## src/rtl/pulse_train_gen_pkg.sv

```systemverilog
// Shared definitions for the pulse train generator: FSM state encodings and
// default pulse/gap lengths for the common board strobes.
package pulse_train_gen_pkg;

    typedef enum logic [1:0] {
        ST_IDLE   = 2'd0,
        ST_ASSERT = 2'd1,
        ST_GAP    = 2'd2,
        ST_DONE   = 2'd3
    } state_t;

    localparam int PWR_BTN_PULSE_LEN = 100;
    localparam int PWR_BTN_GAP_LEN   = 10;
    localparam int RST_PULSE_LEN     = 20;
    localparam int RST_GAP_LEN       = 5;

    // States in which the phase timer is running.
    function automatic logic is_timed(input state_t s);
        return (s == ST_ASSERT) || (s == ST_GAP);
    endfunction

endpackage

```

## src/rtl/pulse_train_gen_phase_timer.sv

```systemverilog
// Phase counter for the pulse train: counts 0..len-1 while enabled, clear wins,
// tc_o flags the last cycle of the current phase.
module phase_timer #(
    parameter int CNT_W = 16
) (
    input  logic             clk_i,
    input  logic             rst_n_i,
    input  logic             clr_i,
    input  logic             en_i,
    input  logic [CNT_W-1:0] len_i,
    output logic             tc_o
);

    logic [CNT_W-1:0] cnt_q;
    logic [CNT_W-1:0] cnt_d;

    always_comb begin
        cnt_d = cnt_q;
        if (clr_i) begin
            cnt_d = '0;
        end else if (en_i) begin
            cnt_d = cnt_q + 1'b1;
        end
    end

    always_ff @(posedge clk_i or negedge rst_n_i) begin
        if (!rst_n_i) begin
            cnt_q <= '0;
        end else begin
            cnt_q <= cnt_d;
        end
    end

    assign tc_o = (cnt_q == (len_i - 1'b1));

endmodule

```

## src/rtl/pulse_train_gen.sv

```systemverilog
// Drives N glitch-free pulses of PULSE_LEN clocks, each followed by GAP_LEN idle clocks.
// Latency: start at edge T -> active output T+1; o_done at T+1+N*(PULSE_LEN+GAP_LEN).
// No backpressure: start while busy is dropped; PULSE_TRAIN_ABORT_EN adds i_abort.
module pulse_train_gen
    import pulse_train_gen_pkg::*;
#(
    parameter int   CNT_W      = 16,
    parameter int   PULSE_LEN  = PWR_BTN_PULSE_LEN,
    parameter int   GAP_LEN    = PWR_BTN_GAP_LEN,
    parameter logic IDLE_LEVEL = 1'b1
) (
    input  logic       i_clk,
    input  logic       i_rst_n,
    input  logic       i_start,
    input  logic [3:0] i_pulse_num,
`ifdef PULSE_TRAIN_ABORT_EN
    input  logic       i_abort,
`endif
    output logic       o_signal,
    output logic       o_busy,
    output logic       o_done
);

    localparam logic [CNT_W-1:0] PULSE_LEN_C = CNT_W'(PULSE_LEN);
    localparam logic [CNT_W-1:0] GAP_LEN_C   = CNT_W'(GAP_LEN);

    state_t     state_q;
    state_t     state_d;
    logic [3:0] rem_q;
    logic [3:0] rem_d;
    logic       signal_q;
    logic       busy_q;
    logic       done_q;

    logic             abort_req;
    logic             in_phase;
    logic             phase_tc;
    logic             phase_end;
    logic             timer_clr;
    logic [CNT_W-1:0] phase_len;

`ifdef PULSE_TRAIN_ABORT_EN
    assign abort_req = i_abort && (state_q != ST_IDLE);
`else
    assign abort_req = 1'b0;
`endif

    assign in_phase  = is_timed(state_q);
    assign phase_len = (state_q == ST_ASSERT) ? PULSE_LEN_C : GAP_LEN_C;
    assign phase_end = in_phase && phase_tc;
    // The timer sits at zero outside timed phases so each phase starts from a clean count.
    assign timer_clr = !in_phase || phase_end || abort_req;

    phase_timer #(
        .CNT_W (CNT_W)
    ) u_phase_timer (
        .clk_i   (i_clk),
        .rst_n_i (i_rst_n),
        .clr_i   (timer_clr),
        .en_i    (in_phase),
        .len_i   (phase_len),
        .tc_o    (phase_tc)
    );

    always_comb begin
        state_d = state_q;
        rem_d   = rem_q;
        case (state_q)
            ST_IDLE: begin
                if (i_start && (i_pulse_num != 4'd0)) begin
                    state_d = ST_ASSERT;
                    rem_d   = i_pulse_num;
                end
            end
            ST_ASSERT: begin
                if (phase_tc) begin
                    state_d = ST_GAP;
                    rem_d   = rem_q - 1'b1;
                end
            end
            ST_GAP: begin
                if (phase_tc) begin
                    state_d = (rem_q == 4'd0) ? ST_DONE : ST_ASSERT;
                end
            end
            ST_DONE: begin
                state_d = ST_IDLE;
            end
        endcase
        if (abort_req) begin
            state_d = ST_IDLE;
            rem_d   = 4'd0;
        end
    end

    // Outputs are decoded from the next state so the pin comes straight off a flop.
    always_ff @(posedge i_clk or negedge i_rst_n) begin
        if (!i_rst_n) begin
            state_q  <= ST_IDLE;
            rem_q    <= 4'd0;
            signal_q <= IDLE_LEVEL;
            busy_q   <= 1'b0;
            done_q   <= 1'b0;
        end else begin
            state_q  <= state_d;
            rem_q    <= rem_d;
            signal_q <= (state_d == ST_ASSERT) ? ~IDLE_LEVEL : IDLE_LEVEL;
            busy_q   <= (state_d != ST_IDLE);
            done_q   <= (state_d == ST_DONE);
        end
    end

    assign o_signal = signal_q;
    assign o_busy   = busy_q;
    assign o_done   = done_q;

endmodule

```

## config.mk

```make
export PLATFORM = sky130hd
export DESIGN_NAME = pulse_train_gen
export DESIGN_NICKNAME = d
export VERILOG_FILES = /design/src/rtl/pulse_train_gen_pkg.sv /design/src/rtl/pulse_train_gen_phase_timer.sv /design/src/rtl/pulse_train_gen.sv
export SDC_FILE = /design/constraint.sdc
export NUM_CORES = 1
export LEC_CHECK = 0
export BUFFER_PORTS_ARGS = -buffer_cell sky130_fd_sc_hd__buf_2
export CAP_MARGIN = 20
export CORE_UTILIZATION = 40
export DETAILED_ROUTE_END_ITERATION = 7
export GPL_TIMING_DRIVEN = 0
export PLACE_DENSITY = 0.66
export RECOVER_POWER = 50
export SYNTH_ARGS = -nofsm -noshare
export SYNTH_HDL_FRONTEND = slang
export SYNTH_HIERARCHICAL = 1
export SYNTH_SLANG_ARGS = --single-unit
```

## constraint.sdc

```tcl
create_clock -name i_clk -period 8.9 [get_ports i_clk]
set_input_delay 0.445 -clock i_clk [delete_from_list [all_inputs] [get_ports i_clk]]
set_output_delay 0.445 -clock i_clk [all_outputs]
set_load 0.02 [all_outputs]
```

==> results.ini <==
[layout]
area_delta_synth_final_pct = 14.2
fin_area_mm2 = 0.00230
drive_above_1_share_pct = 9.75
nets = 292
fillers = 495
num_antenna_cells = 0

[clocking]
root_buffer = clkbuf_8
clock_latency_ps = 280
cts_buffer_depth = 2
cts_hold_buffers = 0
cts-resized-gates = 0
cts_setup_buffers = 0
clkTransAtPathRegs_ps = 90
htreeDepth = 1
cts_buffers = 3
cts_tree = built
clock-sinks = 25

[detailed_routing]
drc = 0
viasPerCell = 5.07
detail_route.wl_per_cell_um = 11.6
ant_nets = 0
totalWireLength_mm = 3.99
dr.first_iter.drc_count = 83
route.vias.total = 1744
dr.pass1.iters = 4

[synthesis]
synth_top_family_by_area = simple AND/OR/NAND/NOR gates
async_flop_share_pct = 100
synthSimpleGateAreaFrac_pct = 26.7
synth.top_cell.area_share_pct = 29.8
synth.distinct_cells = 58
synthAdderAreaFrac_pct = 4.35
synth_ff_type = dfrtp_1
synth_top_area_cell = dfrtp_1
synth_compound_area_share_pct = 16.3
ys_seq_area_share_pct = 31.1
syn_inst = 234
synthMuxAreaShare_pct = 1.99
synth_area_mm2 = 0.00202
synth_edf_count = 0
synth_xor_xnor_area_share_pct = 13.0
ys_warn_count = 6
syn-mean-instance-area_um2 = 8.61
synth_area_leaders = dfrtp_1 30%, xnor2_1 8.3%, xor2_1 4.8%
ys_ff_latch = 25

[pwr]
p_leak_nw = 0.940
worst_ir_drop_vdd_uv = 118
power_density_mw_per_mm2 = 199

[timing]
hold_viol = 0
rsz0062_at_grt = false
post-route-min-period_ps = 5560
max_freq_mhz = 180
setup_viol = 0
timing.setup.tns_ps = 0
fin_crit_sh_pct = 62.4
relSlewSlack_pct = 10.4
fin_worst_skew_ps = 10.0
tightest_slew_ps = 1340
maxSlewViolCount = 0

[critical_path]
cp_data_arrival_time_ps = 5700
end_kind = flop
start_kind = flop
crit_type = flop to flop
required_ps = 9040
path_max_fanout = 15

[placement]
dpl-instance-area_mm2 = 0.00226
dp_hpwl_mm = 3.06
gp_routability_congestion = 0.769
portBuffers = 9

[die]
die-area_mm2 = 0.00533
die_w_um = 73.0
start_util_pct = 42.1
rows = 25
ios = 10
die_h_um = 73.0
core_mm2 = 0.00479

[global_routing]
grt_pass1_wl_mm = 6.85
track_usage_pct = 16.4
grt_pass1_vias = 1542
grt_max_degree = 26
antenna_found_initial = 0
grt-ovfl-total = 0

[outcome]
outcome = complete, no violations

[job]
maxCapViolations = 0

[min_path]
hp-class = input pin to asynchronous set/reset pin

[critical path, cell delays in order, from the launching register on]
cell,delay (ps)
dfrtp_1,430
inv_1,110
ha_1,320
buf_2,260
inv_1,240
inv_1,110
ha_1,270
nor3b_1,850
and3_1,310
a32oi_1,110
a22o_1,260
nor4b_2,510
nand2b_1,170
clkbuf_1,360
o2111a_1,390
nand2_1,140
nor4_1,350
xnor2_1,160
nor2_1,50
[layer usage]
layer,vias to the layer above,share of wire (%),global-route usage (%)
met5,-,0,0
met4,0,1.2,6.32
met3,5,1.6,1.93
met2,24,47,25.5
met1,818,50,23.3
li1,897,-,-
[cell type report]
type | count | area [um2] | share of cell area [%]
Clock buffer | 3 | 41.3 | 1.79
Sequential cell | 25 | 627 | 27.2
Timing Repair Buffer | 9 | 42.5 | 1.85
Multi-Input combinational cell | 210 | 1370 | 59.7
Tap cell | 67 | 83.8 | 3.64
Buffer | 14 | 72.6 | 3.15
Clock inverter | 1 | 5.00 | 0.218
Inverter | 15 | 56.3 | 2.45
[sequential cells by signal, indices dropped and copies added, names as in the netlist]
register,count
u_phase_timer/cnt_q,16
state_q,2
o_done,1
rem_q,4
o_signal,1
o_busy,1
[through the flow]
step	std cells	total power [mW]	hold WS, ps	setup slack (ps)	util [%]
floorplan	264	0.343	149	4410	-
global placement	340	0.389	473	3410	47.2
detailed placement	340	0.393	484	3410	47.2
CTS	344	0.464	175	3390	48.1
global route	344	0.500	530	2780	48.1
finish	344	0.459	449	3340	48.1
[synth_stat cells, types with 2 or more instances]
| cell type | n |
|---|---|
| a21oi_1 | 8 |
| a31oi_1 | 3 |
| and3_1 | 3 |
| buf_6 | 2 |
| clkbuf_1 | 9 |
| dfrtp_1 | 24 |
| ha_1 | 7 |
| inv_1 | 15 |
| mux2i_1 | 4 |
| nand2_1 | 12 |
| nand2b_1 | 5 |
| nand3_1 | 9 |
| nand3b_1 | 2 |
| nand4_1 | 8 |
| nor2_1 | 20 |
| nor2b_1 | 3 |
| nor3_1 | 8 |
| nor3b_1 | 2 |
| nor4_1 | 9 |
| o21ai_0 | 7 |
| o21ai_1 | 3 |
| or2_2 | 2 |
| or3_1 | 5 |
| or4_1 | 2 |
| xnor2_1 | 19 |
| xor2_1 | 11 |
[power by group]
group / leakage (nW) / switching [mW] / internal (mW)
Combinational: 0.586 / 0.148 / 0.0910
Sequential: 0.329 / 0.0155 / 0.136
Clock: 0.0255 / 0.0368 / 0.0314
Total: 0.940 / 0.201 / 0.258
[cells in the final DEF, fill, tap and decap left out, types with 2 or more instances in the layout]
cell       n
conb_1    31
dfrtp_1   24
nor2_1    20
xnor2_1   19
inv_1     15
nand2_1   12
clkbuf_1  11
xor2_1    11
nand3_1    9
nor4_1     9
buf_2      8
a21oi_1    8
nor3_1     8
nand4_1    8
o21ai_0    7
ha_1       7
nand2b_1   5
or3_1      5
mux2i_1    4
nor2b_1    3
a31oi_1    3
clkbuf_8   3
and3_1     3
o21ai_1    3
or2_2      2
buf_6      2
nor3b_1    2
nand3b_1   2
or4_1      2
[cells by family (layout without fill, tap and decap cells)]
logic type               after synthesis  in the layout
adder cells (fa/ha/maj)                7              7
flip-flops                            25             25
AND/OR/NAND/NOR                       97             97
multiplexers                           4              4
AO/OA/AOI/OAI                         41             41
XOR/XNOR                              30             30
buffers and inverters                 29             42
other                                  1             31
[worst paths after layout]
path	depth (start not counted)	endpoint	from	slack, ps
max	18	u_phase_timer/cnt_q[15]$_DFFE_PN0P_	state_q[1]$_DFF_PN0_	3340
min reg2reg	2	rem_q[0]$_DFFE_PN0P_	rem_q[0]$_DFFE_PN0P_	570
max in group asynchronous	1	u_phase_timer/cnt_q[15]$_DFFE_PN0P_	i_rst_n	7650
min	1	u_phase_timer/cnt_q[4]$_DFFE_PN0P_	i_rst_n	450
min in group i_clk	4	o_signal$_DFF_PN1_	i_start	520
max reg2reg	18	u_phase_timer/cnt_q[15]$_DFFE_PN0P_	state_q[1]$_DFF_PN0_	3340
(Power assumes the default switching activity.)
